<file path="config.mk">
export PLATFORM = sky130hd
export DESIGN_NAME = layer_sequencer_flat
export DESIGN_NICKNAME = d
export VERILOG_FILES = /design/src/rtl/layer_sequencer_pkg.sv /design/src/rtl/layer_sequencer_if.sv /design/src/rtl/layer_sequencer_watchdog.sv /design/src/rtl/layer_sequencer.sv /design/src/flat_wrapper.sv
export SDC_FILE = /design/constraint.sdc
export NUM_CORES = 1
export LEC_CHECK = 0
export CELL_PAD_IN_SITES_DETAIL_PLACEMENT = 1
export CELL_PAD_IN_SITES_GLOBAL_PLACEMENT = 1
export CORE_MARGIN = 5
export CORE_UTILIZATION = 43
export CTS_BUF_LIST = sky130_fd_sc_hd__clkbuf_4 sky130_fd_sc_hd__clkbuf_8
export DETAILED_ROUTE_END_ITERATION = 12
export PLACE_DENSITY_LB_ADDON = 0.1
export SKIP_LAST_GASP = 1
export SYNTH_ARGS = -nofsm -noshare
export SYNTH_HDL_FRONTEND = slang
export SYNTH_SLANG_ARGS = --single-unit
</file>
<file path="constraint.sdc">
create_clock -name clk -period 2.9 [get_ports clk]
set_clock_uncertainty 0.2 [all_clocks]
set_input_delay 0.87 -clock clk [delete_from_list [all_inputs] [get_ports clk]]
set_output_delay 0.87 -clock clk [all_outputs]
set_load 0.01 [all_outputs]
</file>
<file path="src/rtl/layer_sequencer_pkg.sv">
// Shared layer-select codes consumed by add_bias and the layer sequencer.
// Holds the cs encodings plus the layer-index to cs mapping.
package layer_sequencer_pkg;

  localparam logic [3:0] IDLE   = 4'h0;
  localparam logic [3:0] LAYER0 = 4'h1;
  localparam logic [3:0] LAYER1 = 4'h2;
  localparam logic [3:0] LAYER2 = 4'h3;
  localparam logic [3:0] LAYER3 = 4'h4;
  localparam logic [3:0] AFFINE = 4'h5;

  localparam logic [2:0] LAST_LYR = 3'd4;

  function automatic logic [3:0] lyr_cs(
    input logic [2:0] l
  );
    logic [3:0] c;
    case (l)
      3'd0:    c = LAYER0;
      3'd1:    c = LAYER1;
      3'd2:    c = LAYER2;
      3'd3:    c = LAYER3;
      default: c = AFFINE;
    endcase
    return c;
  endfunction

endpackage

</file>
<file path="src/rtl/layer_sequencer_if.sv">
// Control bundle between the top-level start/done side, the MAC
// engine and the add_bias datapath around layer_sequencer.
interface layer_sequencer_if;

  logic       start;
  logic       busy;
  logic       done;
  logic       error;
  logic [3:0] cs;
  logic       eng_start;
  logic       eng_done;
  logic       bias_load;
  logic       res_valid;
  logic       res_ready;

  modport slave (
    input  start,
    input  eng_done,
    input  res_ready,
    output busy,
    output done,
    output error,
    output cs,
    output eng_start,
    output bias_load,
    output res_valid
  );

  modport master (
    output start,
    output eng_done,
    output res_ready,
    input  busy,
    input  done,
    input  error,
    input  cs,
    input  eng_start,
    input  bias_load,
    input  res_valid
  );

endinterface

</file>
<file path="src/rtl/layer_sequencer_watchdog.sv">
// ENG_RUN timeout counter; only instantiated when
// LAYER_SEQ_WATCHDOG_EN is defined.
module seq_watchdog #(
  parameter int TIMEOUT_CYCLES = 4096,
  parameter int TO_W           = 13
) (
  input  logic clk,
  input  logic rst,
  input  logic clr,
  output logic expire
);

  localparam logic [TO_W-1:0] LIM =
    TO_W'(TIMEOUT_CYCLES - 1);

  logic [TO_W-1:0] cnt_q;
  logic [TO_W-1:0] cnt_d;

  assign expire = !clr && (cnt_q == LIM);

  always_comb begin
    cnt_d = cnt_q + TO_W'(1);
    if (clr || expire) cnt_d = '0;
  end

  always_ff @(posedge clk) begin
    if (rst) cnt_q <= '0;
    else     cnt_q <= cnt_d;
  end

endmodule

</file>
<file path="src/rtl/layer_sequencer.sv">
// Walks LAYER0..AFFINE through engine run, bias load and result hand-off.
// Define LAYER_SEQ_WATCHDOG_EN to add the ENG_RUN timeout watchdog.
module layer_sequencer
  import layer_sequencer_pkg::*;
#(
  parameter int TIMEOUT_CYCLES = 4096,
  parameter int TO_W           = 13
) (
  input logic               clk,
  input logic               rst,
  layer_sequencer_if.slave  sif
);

  localparam logic [1:0] S_IDLE = 2'd0;
  localparam logic [1:0] S_RUN  = 2'd1;
  localparam logic [1:0] S_FIN  = 2'd2;

  localparam logic [1:0] P_ENG   = 2'd0;
  localparam logic [1:0] P_BWAIT = 2'd1;
  localparam logic [1:0] P_BLOAD = 2'd2;
  localparam logic [1:0] P_OUT   = 2'd3;

  if (TIMEOUT_CYCLES >= (1 << TO_W)) begin : g_to_w_chk
    $error("TO_W too narrow for TIMEOUT_CYCLES");
  end

  logic [1:0] top_q, top_d;
  logic [1:0] ph_q, ph_d;
  logic [2:0] lyr_q, lyr_d;
  logic [3:0] cs_q, cs_d;
  logic       busy_q, busy_d;
  logic       done_q, done_d;
  logic       error_q, error_d;
  logic       es_q, es_d;
  logic       bl_q, bl_d;
  logic       rv_q, rv_d;
  logic       in_eng;
  logic       wd_expire;

  assign in_eng = (top_q == S_RUN) && (ph_q == P_ENG);

`ifdef LAYER_SEQ_WATCHDOG_EN
  seq_watchdog #(
    .TIMEOUT_CYCLES (TIMEOUT_CYCLES),
    .TO_W           (TO_W)
  ) u_wd (
    .clk    (clk),
    .rst    (rst),
    .clr    (!in_eng),
    .expire (wd_expire)
  );
`else
  assign wd_expire = 1'b0;
`endif

  always_comb begin
    top_d   = top_q;
    ph_d    = ph_q;
    lyr_d   = lyr_q;
    cs_d    = cs_q;
    busy_d  = busy_q;
    error_d = error_q;
    done_d  = 1'b0;
    es_d    = 1'b0;
    bl_d    = 1'b0;
    rv_d    = 1'b0;
    unique case (1'b1)
      (top_q == S_IDLE): begin
        if (sif.start) begin
          top_d   = S_RUN;
          ph_d    = P_ENG;
          lyr_d   = 3'd0;
          cs_d    = LAYER0;
          error_d = 1'b0;
          busy_d  = 1'b1;
          es_d    = 1'b1;
        end
      end
      (top_q == S_RUN): begin
        unique case (1'b1)
          (ph_q == P_ENG): begin
            if (sif.eng_done) begin
              ph_d = P_BWAIT;
            end else if (wd_expire) begin
              top_d   = S_IDLE;
              cs_d    = IDLE;
              busy_d  = 1'b0;
              error_d = 1'b1;
            end
          end
          (ph_q == P_BWAIT): begin
            ph_d = P_BLOAD;
            bl_d = 1'b1;
          end
          (ph_q == P_BLOAD): begin
            ph_d = P_OUT;
            rv_d = 1'b1;
          end
          default: begin
            rv_d = 1'b1;
            if (sif.res_ready) begin
              rv_d = 1'b0;
              if (lyr_q < LAST_LYR) begin
                lyr_d = lyr_q + 3'd1;
                cs_d  = lyr_cs(lyr_q + 3'd1);
                ph_d  = P_ENG;
                es_d  = 1'b1;
              end else begin
                top_d  = S_FIN;
                busy_d = 1'b0;
                done_d = 1'b1;
              end
            end
          end
        endcase
      end
      (top_q == S_FIN): begin
        top_d = S_IDLE;
        cs_d  = IDLE;
      end
      default: begin
        top_d  = S_IDLE;
        cs_d   = IDLE;
        busy_d = 1'b0;
      end
    endcase
  end

  always_ff @(posedge clk) begin
    if (rst) begin
      top_q   <= S_IDLE;
      ph_q    <= P_ENG;
      lyr_q   <= 3'd0;
      cs_q    <= IDLE;
      busy_q  <= 1'b0;
      done_q  <= 1'b0;
      error_q <= 1'b0;
      es_q    <= 1'b0;
      bl_q    <= 1'b0;
      rv_q    <= 1'b0;
    end else begin
      top_q   <= top_d;
      ph_q    <= ph_d;
      lyr_q   <= lyr_d;
      cs_q    <= cs_d;
      busy_q  <= busy_d;
      done_q  <= done_d;
      error_q <= error_d;
      es_q    <= es_d;
      bl_q    <= bl_d;
      rv_q    <= rv_d;
    end
  end

  assign sif.busy      = busy_q;
  assign sif.done      = done_q;
  assign sif.error     = error_q;
  assign sif.cs        = cs_q;
  assign sif.eng_start = es_q;
  assign sif.bias_load = bl_q;
  assign sif.res_valid = rv_q;

endmodule
</file>
<file path="src/flat_wrapper.sv">
// flat-port wrapper written by rule: the top's interface ports become plain ports
module layer_sequencer_flat import layer_sequencer_pkg::*;
#(
  parameter int TIMEOUT_CYCLES = 4096,
  parameter int TO_W           = 13
)
  (clk, rst, sif_start, sif_eng_done, sif_res_ready, sif_busy, sif_done, sif_error, sif_cs, sif_eng_start, sif_bias_load, sif_res_valid);
  layer_sequencer_if sif_i ();
  input logic clk;
  input logic rst;
  input wire logic [$bits(sif_i.start)-1:0] sif_start;
  input wire logic [$bits(sif_i.eng_done)-1:0] sif_eng_done;
  input wire logic [$bits(sif_i.res_ready)-1:0] sif_res_ready;
  output wire logic [$bits(sif_i.busy)-1:0] sif_busy;
  output wire logic [$bits(sif_i.done)-1:0] sif_done;
  output wire logic [$bits(sif_i.error)-1:0] sif_error;
  output wire logic [$bits(sif_i.cs)-1:0] sif_cs;
  output wire logic [$bits(sif_i.eng_start)-1:0] sif_eng_start;
  output wire logic [$bits(sif_i.bias_load)-1:0] sif_bias_load;
  output wire logic [$bits(sif_i.res_valid)-1:0] sif_res_valid;
  assign sif_i.start = sif_start;
  assign sif_i.eng_done = sif_eng_done;
  assign sif_i.res_ready = sif_res_ready;
  assign sif_busy = sif_i.busy;
  assign sif_done = sif_i.done;
  assign sif_error = sif_i.error;
  assign sif_cs = sif_i.cs;
  assign sif_eng_start = sif_i.eng_start;
  assign sif_bias_load = sif_i.bias_load;
  assign sif_res_valid = sif_i.res_valid;
  layer_sequencer #(.TIMEOUT_CYCLES(TIMEOUT_CYCLES), .TO_W(TO_W)) u_core (.clk(clk), .rst(rst), .sif(sif_i));
endmodule
</file>
**Yosys cells after proc, flatten, opt, wreduce, memory -nomap -nowiden**

Cells that the tools add are included.
Widths: inputs -> output; s select.

- Register bits after elaboration: 16
- Latch bits: 0
- Memory bits (writable): 0
- Bits in read-only memories: 0
- Input bits: 5
- Output and inout bits: 10
- Logic and storage cells: 78
- Memories: 0

- $add $sub $neg: 1
- $mul: 0
- Divide/modulo/power cells: 0
- Magnitude comparators: 1
- Eq/ne operators: 15
- Shift-type cells: 0
- Muxes and demuxes: 36
- Bitwise logic cells: 3
- Reductions and logical operators: 13

Operators with widths:

| kind | number |
|---|---|
| $mux 2 | 8 |
| $mux 4 | 4 |
| $reduce_and 5->1 | 3 |
| $mux 3 | 4 |
| $pmux 3 s4 | 1 |
| $mux 1 | 11 |
| $ne 2x2->1 const B | 5 |
| $ne 5x5->1 const B | 2 |
| $pmux 2 s2 | 2 |
| $pmux 4 s2 | 1 |
| $reduce_and 4->1 | 2 |
| $eq 3x2->1 const B | 2 |
| $pmux 2 s3 | 1 |
| $pmux 3 s2 | 1 |
| $reduce_or 6->1 | 1 |
| $eq 2x1->1 const B | 2 |
| $eq 2x2->1 const B | 2 |
| $logic_not 2->1 | 2 |
| $pmux 1 s2 | 2 |
| $reduce_or 2->1 | 2 |
| $add 3x1->3 const B | 1 |
| $eq 3x1->1 const B | 1 |
| $logic_not 3->1 | 1 |
| $lt 3x3->1 const B | 1 |
| 5 further kinds | 7 |

**Depth between registers and ports, before layout**

Gate-level depths: netlist of run 1.

- Depth in word-level cells: 7
- Gate-level depth with buffers: 5
- Mapped depth without buffers: 5

**Worst setup path after synthesis of run 1**

No wires, ideal clock.

- Path kind: input to register
- Start: input rst
- End: register u_core.ph_q[0]
- Library setup time: 58 ps
- Arrival: 1721 ps
- Data required time: 2642 ps
- Path slack: 921 ps
- Stages: 5
- Path buffers: 2
- Path through: buf_6 > or3b_1 > buf_2 > nor3_2 > mux2_1

RTL lines:

| what | line | source |
|---|---|---|
| start: declaration | flat_wrapper.sv:10 | `input logic rst;` |
| end signal: assignment | layer_sequencer.sv:143 | `ph_q <= ph_d;` |
| end: declaration | layer_sequencer.sv:28 | `logic [1:0] ph_q, ph_d;` |

**Worst setup path in the final report of run 1**

- Start: register u_core.busy_q, in the netlist u_core.sif.busy
- End: output sif_busy

RTL lines:

| what | line | source |
|---|---|---|
| start: declaration | layer_sequencer.sv:31 | `logic busy_q, busy_d;` |
| start signal: assignment | layer_sequencer.sv:146 | `busy_q <= busy_d;` |
| end: declaration | flat_wrapper.sv:14 | `output wire logic [$bits(sif_i.busy)-1:0] sif_busy;` |

No word-level cell between the ends.

==> flow_metrics.env, run 1 <==
export IMPL_yosys_warnings=0
export IMPL_yosysSeqAreaShare_pct=35.0
export IMPL_yosysTopAreaCellShare_pct=35.0
export IMPL_grt_pass1_vias=709
export IMPL_synth_top_cell_by_area="dfxtp_1"
export IMPL_cp_cell_sequence="clkdlybuf4s50_1"
export IMPL_core_area_um2=1920
export IMPL_crit_family="buffers and inverters"
export IMPL_fmax_ghz=0.441
export IMPL_crit_path_end_kind="primary output"
export IMPL_p_per_area_nw_per_um2=386
export IMPL_finalHoldViolations=0
export IMPL_fp_dieW_um=54.6
export IMPL_vias=692
export IMPL_dp_final_hpwl_mm=1.51
export IMPL_finalCritPeriodShare_pct=78.2
export IMPL_wl_mm=1.88
export IMPL_ys_types=34
export IMPL_worst_ep_arrival_time_ns=1.20
export IMPL_hp_class="flop to flop"
export IMPL_synth_top_family_by_area="simple AND/OR/NAND/NOR gates"
export IMPL_fp_dieH_um=54.6
export IMPL_ir_worst_vdd_v=0.000232
export IMPL_nFillCells=246
export IMPL_cpPeakStageDelay_ns=0.54
export IMPL_critPathKind="flop to primary output"
export IMPL_viasPerCell=5.16
export IMPL_fin_crit_ns=2.27
export IMPL_start_util_pct=44.6
export IMPL_core_rowCount=16
export IMPL_cp_start_kind="flop"
export IMPL_async_flop_share_pct=0
export IMPL_cp_buffers_inverters=1
export IMPL_cts_resized_gates=0
export IMPL_synthAdderAreaFrac_pct=13.1
export IMPL_synthFlopType="dfxtp_1"
export IMPL_synthCells=94
export IMPL_diodes=0
export IMPL_gp_congestion=0.804
export IMPL_rsz0062_at_grt="no"
export IMPL_synth_mux_area_share_pct=7.30
export IMPL_setup_viol=0
export IMPL_clock_sinks=15
export IMPL_syn_area_per_cell_um2=9.12
export IMPL_grt_pass1_wl_mm=3.22
export IMPL_ys_seq_elements=15
export IMPL_dpl_cell_count=130
export IMPL_cp_required_ns=1.83
export IMPL_worstPathMaxFanout=3
export IMPL_status="completed"
export IMPL_insertion_delay_ns=0.29
export IMPL_drv_slew=0
export IMPL_synthSimpleGateAreaFrac_pct=22.0
export IMPL_synth_area_um2=857
export IMPL_drtIter0Drc=8
export IMPL_p_leak_nw=0.412
export IMPL_cts_root_buf="clkbuf_4"
export IMPL_cts_buffer_depth=2
export IMPL_synth_edf_count=0
export IMPL_post_cts_setup_buffers=0
export IMPL_grtUsageTotal_pct=15.3
export IMPL_tns_ns=0
export IMPL_layout_cells_non_filler=134
export IMPL_nets=122
export IMPL_antenna_left=0
export IMPL_wl_per_cell_um=14.0
export IMPL_cts_tree="built"
export IMPL_syn_to_final_growth_pct=18.5
export IMPL_yosys_top_cells_area="dfxtp_1 (35%), ha_1 (13%), nor2_1 (5.3%), mux2i_1 (4.7%), inv_1 (3.5%)"
export IMPL_numCtsBuffers=3
export IMPL_die_area_um2=2990
export IMPL_slowest_stage="clkdlybuf4s50_1"
export IMPL_antenna_found_initial=0
export IMPL_clk_pin_slew_worst_paths_ns=0.10
export IMPL_drv_cap=0
export IMPL_first_pass_iters=2
export IMPL_final_layout_size_suffix_gt1_share_pct=11.2
export IMPL_synth_xor_area_share_pct=1.02
export IMPL_drcViolationCount=0
export IMPL_grt_overflow_total=0
export IMPL_grt_max_degree=12
export IMPL_port_buffers=12
export IMPL_htreeDepth=1
export IMPL_ios=15
export IMPL_holdBufCountCts=0
export IMPL_synth_compound_area_share_pct=12.7
[final timing paths]
path | depth (start not counted) | from | slack [ns] | to
setup / recovery | 1 | u_core.sif.busy | 0.63 | sif_busy
hold / removal | 1 | u_core.sif.cs[1] | 0.30 | u_core.sif.cs[1]
setup reg to reg | 5 | u_core.ph_q[0] | 1.02 | u_core.ph_q[1]
hold reg to reg | 1 | u_core.sif.cs[1] | 0.30 | u_core.sif.cs[1]
[power breakdown]
group	internal (mW)	switching (mW)	leakage (nW)
logic	0.0254	0.0271	0.273
registers	0.212	0.00656	0.122
clock network	0.0512	0.0698	0.0177
total	0.288	0.104	0.412
[cell usage after synthesis, drive strengths merged (2+ instances only)]
cell type / instances
a21oi: 3
a32o: 2
and2b: 2
and3b: 2
buf: 6
dfxtp: 15
ha: 9
inv: 8
mux2: 2
mux2i: 4
nand2: 2
nand3: 5
nand3b: 2
nor2: 12
nor3: 4
o21ai: 3
[per-stage QoR]
| stage | hold WS, ns | area (um^2) | util (%) | setup slack [ns] | power [mW] |
|---|---|---|---|---|---|
| after CTS | 0.310 | 1020 | 52.9 | 0.625 | 0.396 |
| after floorplan | 0.289 | 861 | - | 0.921 | 0.256 |
| after detailed placement | 0.287 | 988 | 51.4 | 0.359 | 0.276 |
| after global routing | 0.330 | 1020 | 52.9 | 0.567 | 0.415 |
| final | 0.305 | 1020 | 52.9 | 0.632 | 0.392 |
| after global placement | 0.276 | 988 | 51.4 | 0.411 | 0.274 |
[cells by family after synthesis]
logic type | count (synthesis)
mux | 6
simple gates | 34
flops | 15
fa+ha+maj | 9
buf+inv | 14
other cells | 1
compound gates | 14
xor+xnor | 1
[worst reg2reg max path, delay by kind of cell, from the launching register on]
kind / cells / cell delay (ns)
AO/OA/AOI/OAI: 1 / 0.18
adder cells (fa/ha/maj): 1 / 0.24
buffers and inverters: 1 / 0.10
flip-flops: 1 / 0.38
multiplexers: 1 / 0.33
AND/OR/NAND/NOR: 1 / 0.35
[placed cells by master (no fill, tap or decap), types with 2 or more instances in the layout]
cell | netlist | routed
dfxtp_1 | 15 | 15
nor2_1 | 12 | 12
clkdlybuf4s50_1 | 0 | 12
ha_1 | 9 | 9
inv_1 | 8 | 8
nand3_1 | 5 | 5
mux2i_1 | 4 | 4
a21oi_1 | 3 | 3
nor3_1 | 3 | 3
o21ai_0 | 3 | 3
clkbuf_4 | 0 | 3
nand2_1 | 2 | 2
nand3b_1 | 2 | 2
a32o_1 | 2 | 2
mux2_1 | 2 | 2
conb_1 | 1 | 2
buf_4 | 2 | 2
[routing by layer]
layer  vias up  wire length [um]  global-route usage [%]
met3         6                82                    4.09
met5         -                 0                       0
met4         0                29                    7.05
met2        12               928                    26.2
li1        341                 -                       -
met1       333               837                    17.3
[flip-flops by register name, summed over array words and instances (netlist names)]
| register | flops |
|---|---|
| u_core.lyr_q | 3 |
| u_core.sif.cs | 3 |
| u_core.ph_q | 2 |
| u_core.top_q | 2 |
| u_core.sif.bias_load | 1 |
| u_core.sif.busy | 1 |
| u_core.sif.done | 1 |
| u_core.sif.eng_start | 1 |
| u_core.sif.res_valid | 1 |
[cell type report]
cell class,instances,area (um^2),share of cell area [%]
Clock buffer,3,22.5,2.22
Sequential cell,15,300,29.6
Timing Repair Buffer,14,135,13.3
Tap cell,27,33.8,3.33
Clock inverter,1,5.00,0.493
Multi-Input combinational cell,66,489,48.2
Inverter,8,30.0,2.96
Note: power is estimated with default switching activity, not from simulation.
==> run 2, diff against run 1 <==
- CORE_ASPECT_RATIO: default -> 0.6
- CORE_UTILIZATION: 43 -> 36
- clock period: 2.9 -> 1.9 ns (I/O delays scaled with it)
==> run 2 against run 1 <==
Compared with the run above:
- hold slack worse by 0.012 ns
- power increased by 74%
- first-iteration DRC count up 75%
- clock power grew 110%
- register-to-register slack lost 0.96 ns
- die area up 17%
- cell count rose by 7.5%
- critical endpoint is now sif_res_valid
- largest power group unchanged
==> flow_metrics.env, run 2 (synthesis gave the netlist of run 1 again) <==
export IMPL_status="completed"
export IMPL_ir_worst_vdd_v=0.000369
export IMPL_drv_cap=0
export IMPL_cts_root_buf="clkbuf_8"
export IMPL_power_mw=0.684
export IMPL_antenna_left=0
export IMPL_finalHoldViolations=0
export IMPL_holdBufCountCts=0
export IMPL_finalCritPeriodShare_pct=97.3
export IMPL_nets=129
export IMPL_grtUsageTotal_pct=12.4
export IMPL_clock_sinks=15
export IMPL_wl_per_cell_um=13.1
export IMPL_clk_pin_slew_worst_paths_ns=0.06
export IMPL_port_buffers=12
export IMPL_first_pass_iters=4
export IMPL_critPathKind="flop to primary output"
export IMPL_nFillCells=269
export IMPL_cpPeakStageDelay_ns=0.52
export IMPL_die_area_um2=3490
export IMPL_r2r_end="u_core.ph_q[0]"
export IMPL_antenna_found_initial=0
export IMPL_grt_max_degree=12
export IMPL_fp_dieH_um=47.8
export IMPL_vias=697
export IMPL_fin_crit_ns=1.85
export IMPL_grt_pass1_wl_mm=3.11
export IMPL_drv_slew=0
export IMPL_placed_area_um2=1040
export IMPL_post_cts_setup_buffers=0
export IMPL_syn_to_final_growth_pct=30.9
export IMPL_crit_path_end_kind="primary output"
export IMPL_setup_viol=0
export IMPL_crit_cells=1
export IMPL_r2r_start="u_core.ph_q[1]"
export IMPL_p_per_area_nw_per_um2=609
export IMPL_core_rowCount=13
export IMPL_worst_ep_arrival_time_ns=1.08
export IMPL_worstPathMaxFanout=1
export IMPL_holdPathEnd="u_core.sif.cs[2]"
export IMPL_crit_family="buffers and inverters"
export IMPL_final_cell_mix="dfxtp_1 (14), nor2_1 (12), ha_1 (9), buf_4 (9), inv_1 (8)"
export IMPL_diodes=0
export IMPL_ff2ff_path_depth=5
export IMPL_cp_start_kind="flop"
export IMPL_fmax_ghz=0.541
export IMPL_cts_tree="built"
export IMPL_htreeDepth=1
export IMPL_viasPerCell=4.84
export IMPL_final_layout_size_suffix_gt1_share_pct=20.2
export IMPL_regArea_um2=302
export IMPL_drtIter0Drc=14
export IMPL_dp_final_hpwl_mm=1.54
export IMPL_grt_pass1_vias=649
export IMPL_p_leak_nw=0.525
export IMPL_gp_congestion=0.723
export IMPL_drcViolationCount=0
export IMPL_slowest_stage="clkdlybuf4s50_1"
export IMPL_wl_mm=1.88
export IMPL_multiInputGateArea_um2=513
export IMPL_start_util_pct=38.7
export IMPL_cts_buffer_depth=2
export IMPL_layout_commonest_cell="dfxtp_1"
export IMPL_cp_required_ns=1.13
export IMPL_cp_cell_sequence="clkdlybuf4s50_1"
export IMPL_rrSetupSlack_ns=0.06
export IMPL_insertion_delay_ns=0.25
export IMPL_ios=15
export IMPL_min_delay_start="u_core.sif.cs[2]"
export IMPL_design_area_um2=1120
export IMPL_numCtsBuffers=3
export IMPL_rsz0062_at_grt="yes"
export IMPL_hp_class="flop to flop"
export IMPL_fp_dieW_um=73.0
export IMPL_cp_buffers_inverters=1
export IMPL_core_area_um2=2210
export IMPL_grt_overflow_total=0
export IMPL_min_delay_path_depth=1
run 2: cell count changes in the layout (fill, tap and decap cells not counted), moves of 2 or more:
cell | before | now
buf_4 | 2 | 9
mux2_1 | 2 | 0
clkbuf_4 | 3 | 0
clkdlybuf4s50_1 | 12 | 5
dlymetal6s2s_1 | 0 | 4
mux2_4 | 0 | 2
dlygate4sd2_1 | 0 | 3
clkbuf_8 | 0 | 3
run 2: repair_timing:
action                                  CTS  global route
endpoints found under the setup margin    4             4
pin swaps                                 1             1
gates resized for setup                   8             4
gates cloned                              0             0
run 2: stage by stage:
stage,setup slack (ns),hold WS (ns),util (%),std cells,TNS [ns]
floorplan,0.215,0.289,-,95,0
global placement,-0.267,0.279,47.2,140,-1.68
detailed placement,-0.305,0.290,47.2,140,-1.80
CTS,0.00255,0.304,50.3,144,0
global route,-0.00377,0.331,50.7,144,-0.00377
finish,0.0513,0.293,50.7,144,0
run 2: worst max path at each step:
stage | start | endpoint | slack (ns)
4_1_cts | u_core.sif.cs[1] | sif_cs[1] | 0.003
3_5_place_dp | sif_start | u_core.ph_q[1] | -0.31
6_report | u_core.sif.res_valid | sif_res_valid | 0.05
5_1_grt | u_core.ph_q[1] | u_core.ph_q[1] | -0.004
3_3_place_gp | sif_start | u_core.ph_q[1] | -0.27
2_1_floorplan | u_core.ph_q[0] | u_core.ph_q[0] | 0.21
run 2: area by class of cell:
cell class	instances	area share (%)
clock inverters	1	0.446
repair buffers	21	17.3
inverters	8	2.68
flip-flops and latches	15	26.9
clock buffers	3	3.68
well taps	30	3.34
multi-input cells	66	45.7
run 2: routing by layer:
metal	wire length [um]	vias to the layer above	track usage [%]
met5	0	-	0
met4	19	0	4.41
met3	103	4	4.61
met2	724	14	18.1
met1	1030	326	16.8
li1	-	353	-
run 2: power breakdown:
group          total (mW)  internal, mW  switching, mW
clock network       0.258         0.145          0.113
registers           0.334         0.324        0.00968
logic              0.0918        0.0451         0.0467
total               0.684         0.515          0.169
==> run 3, diff against run 2 <==
- CTS_CLUSTER_DIAMETER: default -> 50
==> results of run 3 <==
Same layout as run 2: the final DEF is identical, and so are final timing and power.
